**src/rtl/trig_lut_reader.sv**
```systemverilog
// Fixed-latency front-end for the 36-bit trig ROM: index handshake, dual-port ROM addressing,
// sin/cos linear interpolation and an output FIFO. Interpolation is enabled by TRIG_LUT_INTERP_EN.
module trig_lut_reader #(
  parameter int DataWidth    = 36,
  parameter int AddressRange = 197,
  parameter int AddressWidth = 8,
  parameter int FracWidth    = 6,
  parameter int FifoDepth    = 8
) (
  input  logic                            clk,
  input  logic                            reset,
  input  logic                            in_valid,
  output logic                            in_ready,
  input  logic [AddressWidth+FracWidth-1:0] in_idx,
  output logic [AddressWidth-1:0]         address0,
  output logic                            ce0,
  input  logic [DataWidth-1:0]            q0,
  output logic [AddressWidth-1:0]         address1,
  output logic                            ce1,
  input  logic [DataWidth-1:0]            q1,
  output logic                            out_valid,
  input  logic                            out_ready,
  output logic [DataWidth/2-1:0]          out_sin,
  output logic [DataWidth/2-1:0]          out_cos
);

  localparam int HalfW = DataWidth / 2;
  localparam int IdxW  = AddressWidth + FracWidth;
  localparam int CntW  = $clog2(FifoDepth + 1);
  localparam int PtrW  = (FifoDepth > 1) ? $clog2(FifoDepth) : 1;

  localparam logic [AddressWidth-1:0] RangeA = AddressWidth'(AddressRange);
  localparam logic [CntW-1:0]         DepthC = CntW'(FifoDepth);
  localparam logic [PtrW-1:0]         LastP  = PtrW'(FifoDepth - 1);

  logic                    accept;
  logic                    pop;
  logic [AddressWidth-1:0] int_raw;
  logic [AddressWidth-1:0] int_wrap;

  assign accept = in_valid && in_ready;

  // One subtraction is enough: the raw integer never reaches twice the table size.
  always_comb begin
    int_raw  = in_idx[IdxW-1:FracWidth];
    int_wrap = (int_raw >= RangeA) ? (int_raw - RangeA) : int_raw;
  end

`ifdef TRIG_LUT_INTERP_EN
  localparam logic [AddressWidth-1:0] LastA = AddressWidth'(AddressRange - 1);

  logic [AddressWidth-1:0] int_next;
  logic [FracWidth-1:0]    frac_s1;
  logic [FracWidth-1:0]    frac_s2;

  always_comb begin
    int_next = (int_wrap == LastA) ? '0 : (int_wrap + AddressWidth'(1));
  end

  always_ff @(posedge clk) begin
    if (reset) begin
      frac_s1 <= '0;
      frac_s2 <= '0;
    end else begin
      if (accept) begin
        frac_s1 <= in_idx[FracWidth-1:0];
      end
      frac_s2 <= frac_s1;
    end
  end

  // r = a + floor((b - a) * f / 2^FracWidth); r always lies between a and b.
  function automatic logic [HalfW-1:0] lerp(
    input logic [HalfW-1:0]     a,
    input logic [HalfW-1:0]     b,
    input logic [FracWidth-1:0] f
  );
    logic signed [HalfW:0]             d;
    logic signed [HalfW+FracWidth+1:0] p;
    logic signed [HalfW+FracWidth+1:0] sh;
    logic signed [HalfW+FracWidth+1:0] sum;
    d   = $signed({b[HalfW-1], b}) - $signed({a[HalfW-1], a});
    p   = $signed({{(FracWidth+1){d[HalfW]}}, d}) * $signed({{(HalfW+2){1'b0}}, f});
    sh  = p >>> FracWidth;
    sum = $signed({{(FracWidth+2){a[HalfW-1]}}, a}) + sh;
    return sum[HalfW-1:0];
  endfunction
`else
  logic unused_nearest;
  assign unused_nearest = ^{q1, in_idx[FracWidth-1:0]};
`endif

  // Stage 1: ROM address/enable registers.
  always_ff @(posedge clk) begin
    if (reset) begin
      address0 <= '0;
      address1 <= '0;
      ce0      <= 1'b0;
      ce1      <= 1'b0;
    end else begin
      ce0 <= accept;
`ifdef TRIG_LUT_INTERP_EN
      ce1 <= accept;
      if (accept) begin
        address0 <= int_wrap;
        address1 <= int_next;
      end
`else
      ce1      <= 1'b0;
      address1 <= '0;
      if (accept) begin
        address0 <= int_wrap;
      end
`endif
    end
  end

  // Stage 2 is the ROM's own read register; stage 3 captures the result.
  logic             v_s2;
  logic             v_s3;
  logic [HalfW-1:0] res_sin;
  logic [HalfW-1:0] res_cos;

  always_ff @(posedge clk) begin
    if (reset) begin
      v_s2 <= 1'b0;
      v_s3 <= 1'b0;
    end else begin
      v_s2 <= ce0;
      v_s3 <= v_s2;
    end
  end

  always_ff @(posedge clk) begin
    if (reset) begin
      res_sin <= '0;
      res_cos <= '0;
    end else if (v_s2) begin
`ifdef TRIG_LUT_INTERP_EN
      res_sin <= lerp(q0[DataWidth-1:HalfW], q1[DataWidth-1:HalfW], frac_s2);
      res_cos <= lerp(q0[HalfW-1:0], q1[HalfW-1:0], frac_s2);
`else
      res_sin <= q0[DataWidth-1:HalfW];
      res_cos <= q0[HalfW-1:0];
`endif
    end
  end

  // Stage 4: output FIFO.
  logic [DataWidth-1:0] mem [FifoDepth];
  logic [PtrW-1:0]      wr_ptr;
  logic [PtrW-1:0]      rd_ptr;
  logic [CntW-1:0]      count;

  assign out_valid = (count != '0);
  assign pop       = out_valid && out_ready;

  always_ff @(posedge clk) begin
    if (reset) begin
      wr_ptr <= '0;
      rd_ptr <= '0;
      count  <= '0;
    end else begin
      if (v_s3) begin
        wr_ptr <= (wr_ptr == LastP) ? '0 : (wr_ptr + PtrW'(1));
      end
      if (pop) begin
        rd_ptr <= (rd_ptr == LastP) ? '0 : (rd_ptr + PtrW'(1));
      end
      case ({v_s3, pop})
        2'b10:   count <= count + CntW'(1);
        2'b01:   count <= count - CntW'(1);
        default: count <= count;
      endcase
    end
  end

  always_ff @(posedge clk) begin
    if (v_s3) begin
      mem[wr_ptr] <= {res_sin, res_cos};
    end
  end

  always_comb begin
    out_sin = '0;
    out_cos = '0;
    if (out_valid) begin
      out_sin = mem[rd_ptr][DataWidth-1:HalfW];
      out_cos = mem[rd_ptr][HalfW-1:0];
    end
  end

  // Credits cover everything in the pipeline plus the FIFO, so the FIFO can never overflow.
  logic [CntW-1:0] credit;
  logic [CntW-1:0] credit_next;

  always_comb begin
    credit_next = credit;
    case ({accept, pop})
      2'b10:   credit_next = credit + CntW'(1);
      2'b01:   credit_next = credit - CntW'(1);
      default: credit_next = credit;
    endcase
  end

  always_ff @(posedge clk) begin
    if (reset) begin
      credit   <= '0;
      in_ready <= 1'b0;
    end else begin
      credit   <= credit_next;
      in_ready <= (credit_next < DepthC);
    end
  end

endmodule

```
**config.mk**
```make
export PLATFORM = sky130hd
export DESIGN_NAME = trig_lut_reader
export DESIGN_NICKNAME = d
export VERILOG_FILES = /design/src/rtl/trig_lut_reader.sv
export SDC_FILE = /design/constraint.sdc
export NUM_CORES = 1
export LEC_CHECK = 0
export BUFFER_PORTS_ARGS = -buffer_cell sky130_fd_sc_hd__buf_4
export CORE_ASPECT_RATIO = 0.8
export CORE_MARGIN = 2
export CORE_UTILIZATION = 60
export DETAILED_ROUTE_END_ITERATION = 10
export PLACE_DENSITY = 0.81
export SYNTH_ARGS = -nofsm -noshare
export SYNTH_HDL_FRONTEND = slang
export SYNTH_SLANG_ARGS = --single-unit
```
**constraint.sdc**
```tcl
create_clock -name clk -period 9.75 [get_ports clk]
set_input_delay 1.95 -clock clk [delete_from_list [all_inputs] [get_ports clk]]
set_output_delay 1.95 -clock clk [all_outputs]
set_load 0.03 [all_outputs]
```
==> flow_summary.yaml <==
timing:
  slew_violations: 0
  fin_ws_ns: 4.541
  tightest_slew_ns: 1.082
  rsz0062_at_grt: "false"
  max_freq_mhz: 192.0
  worst_clock_skew_ns: 0.007946
  fin_crit_sh_pct: 53.43
  hold_viol_final: 0
  setup_viol: 0
  holdWs_ns: 0.4570
  finalCriticalPeriod_ns: 5.209
  fin_tns_setup_ns: 0
  slew_headroom_pct: 27.89
placed_design:
  port-buffer-count: 94
  dp.cells: 1130
  routabilityCongestion: 0.7123
  post-place-ws_ns: 4.969
  dp.final_hpwl_um: 14970
  dpl-instance-area_mm2: 0.01478
critical_path:
  cp.required_ns: 7.80
  crit_arrival_ns: 3.26
  cp-start-kind: "flip-flop"
  path_buf_inv: 2
  slowest_stage: "buf_4"
  path_cells: "buf_4 -> mux4_2 -> mux2i_1 -> nor2_1 -> buf_4"
  end_kind: "output pin"
  crit_type: "flip-flop to output pin"
  crit_fanout: 46
  cpPeakStageDelay_ns: 0.81
  r2r_start: "count[0]"
  crit_family: "buffers and inverters"
  critPathMostFrequentCell: "buf_4"
layout:
  most-common-layout-cells: "edfxtp_1, buf_4, nor2_1"
  nNetsFinal: 963
  drive_gt1_share_pct: 27.88
  layout.cells.non_filler: 1192
  final_cell_area_mm2: 0.01588
  final_common_cell: "edfxtp_1"
  nFillCells: 1361
  area_growth_pct: 15.54
  diodes: 0
routing:
  drt_iter0_markers: 612
  drt_wl_total_um: 27520
  vias_per_cell: 6.004
  ant_nets: 0
  dr.pass1.iters: 5
  drc: 0
  vias: 7157
  wl_per_cell_um: 23.08
floorplan:
  die-area_mm2: 0.02413
  fp.dieH_um: 139.4
  ioPinCount: 146
  floorplan.initialDensity_pct: 61.06
  num_rows: 49
  core_mm2: 0.02250
  fp.dieW_um: 173.2
hold_path:
  holdCritStartpoint: "address0[6]"
  hp-class: "flip-flop to flip-flop"
clock_tree:
  cts_root_buf: "clkbuf_16"
  cts_tree: "done"
  post_cts_resized: 0
  cts_max_path_buffers: 3
  worstSkewPairLatency_ns: 0.51
  cts_setup_buffers: 0
  cts_num_sinks: 353
  clk_pin_slew_ns: 0.06
  htreeDepth: 2
  cts_hold_buffers: 0
  numCtsBuffers: 34
yosys:
  yosysTopAreaCell: "edfxtp_1"
  syn_avg_cell_area_um2: 18.20
  synth_cell_types: 49
  synthArstFlopShare_pct: 0
  yosysTopAreaCellShare_pct: 62.95
  ys_ff_latch: 353
  synth_edf_count: 288
  syn_inst: 755
  ys.flop_type: "edfxtp_1"
  ys_seq_area_share_pct: 72.42
  synth_area_leaders: "edfxtp_1, mux4_2, dfxtp_1"
  syn-cell-area_mm2: 0.01374
  yosysWarningCount: 0
grt:
  overflow: 0
  antenna_found_initial: 0
  grt_max_degree: 73
  grt_pass1_wl_um: 42610
  track_usage_pct: 23.42
  grt_pass1_vias: 7555
run:
  maxCapViolCount: 0
pwr:
  cellPowerDensity_mw_per_mm2: 199.0
  peakVddDrop_mv: 0.1729
  leakagePower_nw: 5.584
outcome:
  status: "finished clean"
[per-stage QoR]
stage	total power [W]	util [%]
after floorplan	0.001837	-
after global placement	0.001896	65.68
after detailed placement	0.001909	65.68
after CTS	0.003182	70.56
after global routing	0.003257	70.56
final	0.003159	70.56
[where the power goes]
group | internal (W) | leakage (nW) | switching (W) | total (W)
Sequential | 0.00163 | 3.48 | 0.0000256 | 0.00165
Clock | 0.000760 | 0.537 | 0.000523 | 0.00128
Combinational | 0.0000988 | 1.57 | 0.000125 | 0.000223
Total | 0.00249 | 5.58 | 0.000674 | 0.00316
[sequential cells by signal, summed over array words and instances, names as in the netlist, named ones only]
name,flops
in_ready,1
wr_ptr,3
mem,288
count,4
ce0,1
rd_ptr,3
v_s3,1
res_cos,18
v_s2,1
res_sin,18
credit,3
address0,8
[Yosys cell counts (7+ instances only)]
cell type / n
a21oi_1: 9
buf_1: 9
buf_2: 7
buf_4: 16
clkbuf_1: 13
dfxtp_1: 65
edfxtp_1: 288
ha_1: 13
mux2i_1: 79
mux4_2: 72
nand2_1: 12
nor2_1: 94
o21ai_0: 12
[kinds of logic (layout without fill, tap and decap cells)]
logic type / count (synthesis) / after routing / synth area share [%]
AOI/OAI and AO/OA: 35 / 35 / 1.639
xor gates and xnor gates: 6 / 6 / 0.3825
and+or+nand+nor: 143 / 143 / 4.836
muxes: 151 / 151 / 17.56
other: 1 / 9 / 0.02729
DFF: 353 / 353 / 72.42
adders and majority gates: 13 / 13 / 1.184
buffers and inverters: 53 / 176 / 1.958
[metal layers]
layer,vias to the layer above,track usage (%),wire (um)
li1,3154,-,-
met1,3656,31.05,10740
met2,299,40.59,14150
met3,48,4.126,2129
met4,0,6.467,494
met5,-,0,0
[worst register-to-register path: stages, from the launching register on]
cell	delay, ns
dfxtp_1	0.38
nor4_4	0.29
buf_4	0.52
inv_2	0.13
nand2_1	0.18
inv_1	0.12
ha_1	0.27
ha_1	0.37
a31o_2	0.29
a221oi_1	0.29
o21ai_0	0.22
mux2i_1	0.16
[final cells by class]
| type | instances | area, um^2 | area share [%] |
|---|---|---|---|
| clock buffers | 49 | 991.0 | 6.242 |
| clock inverters | 13 | 106.4 | 0.6699 |
| inverters | 7 | 26.28 | 0.1655 |
| multi-input cells | 357 | 3606 | 22.71 |
| flip-flops and latches | 353 | 9960 | 62.74 |
| well taps | 306 | 382.9 | 2.412 |
| repair buffers | 107 | 803.3 | 5.060 |
[worst paths after layout]
kind / end / slack (ns) / cells after the start
setup reg to reg: in_ready / 6.41 / 11
hold reg to reg: address0[6] / 0.46 / 2
hold / removal: address0[6] / 0.46 / 2
setup / recovery: out_cos[3] / 4.54 / 5
(Power assumes the default switching activity.)
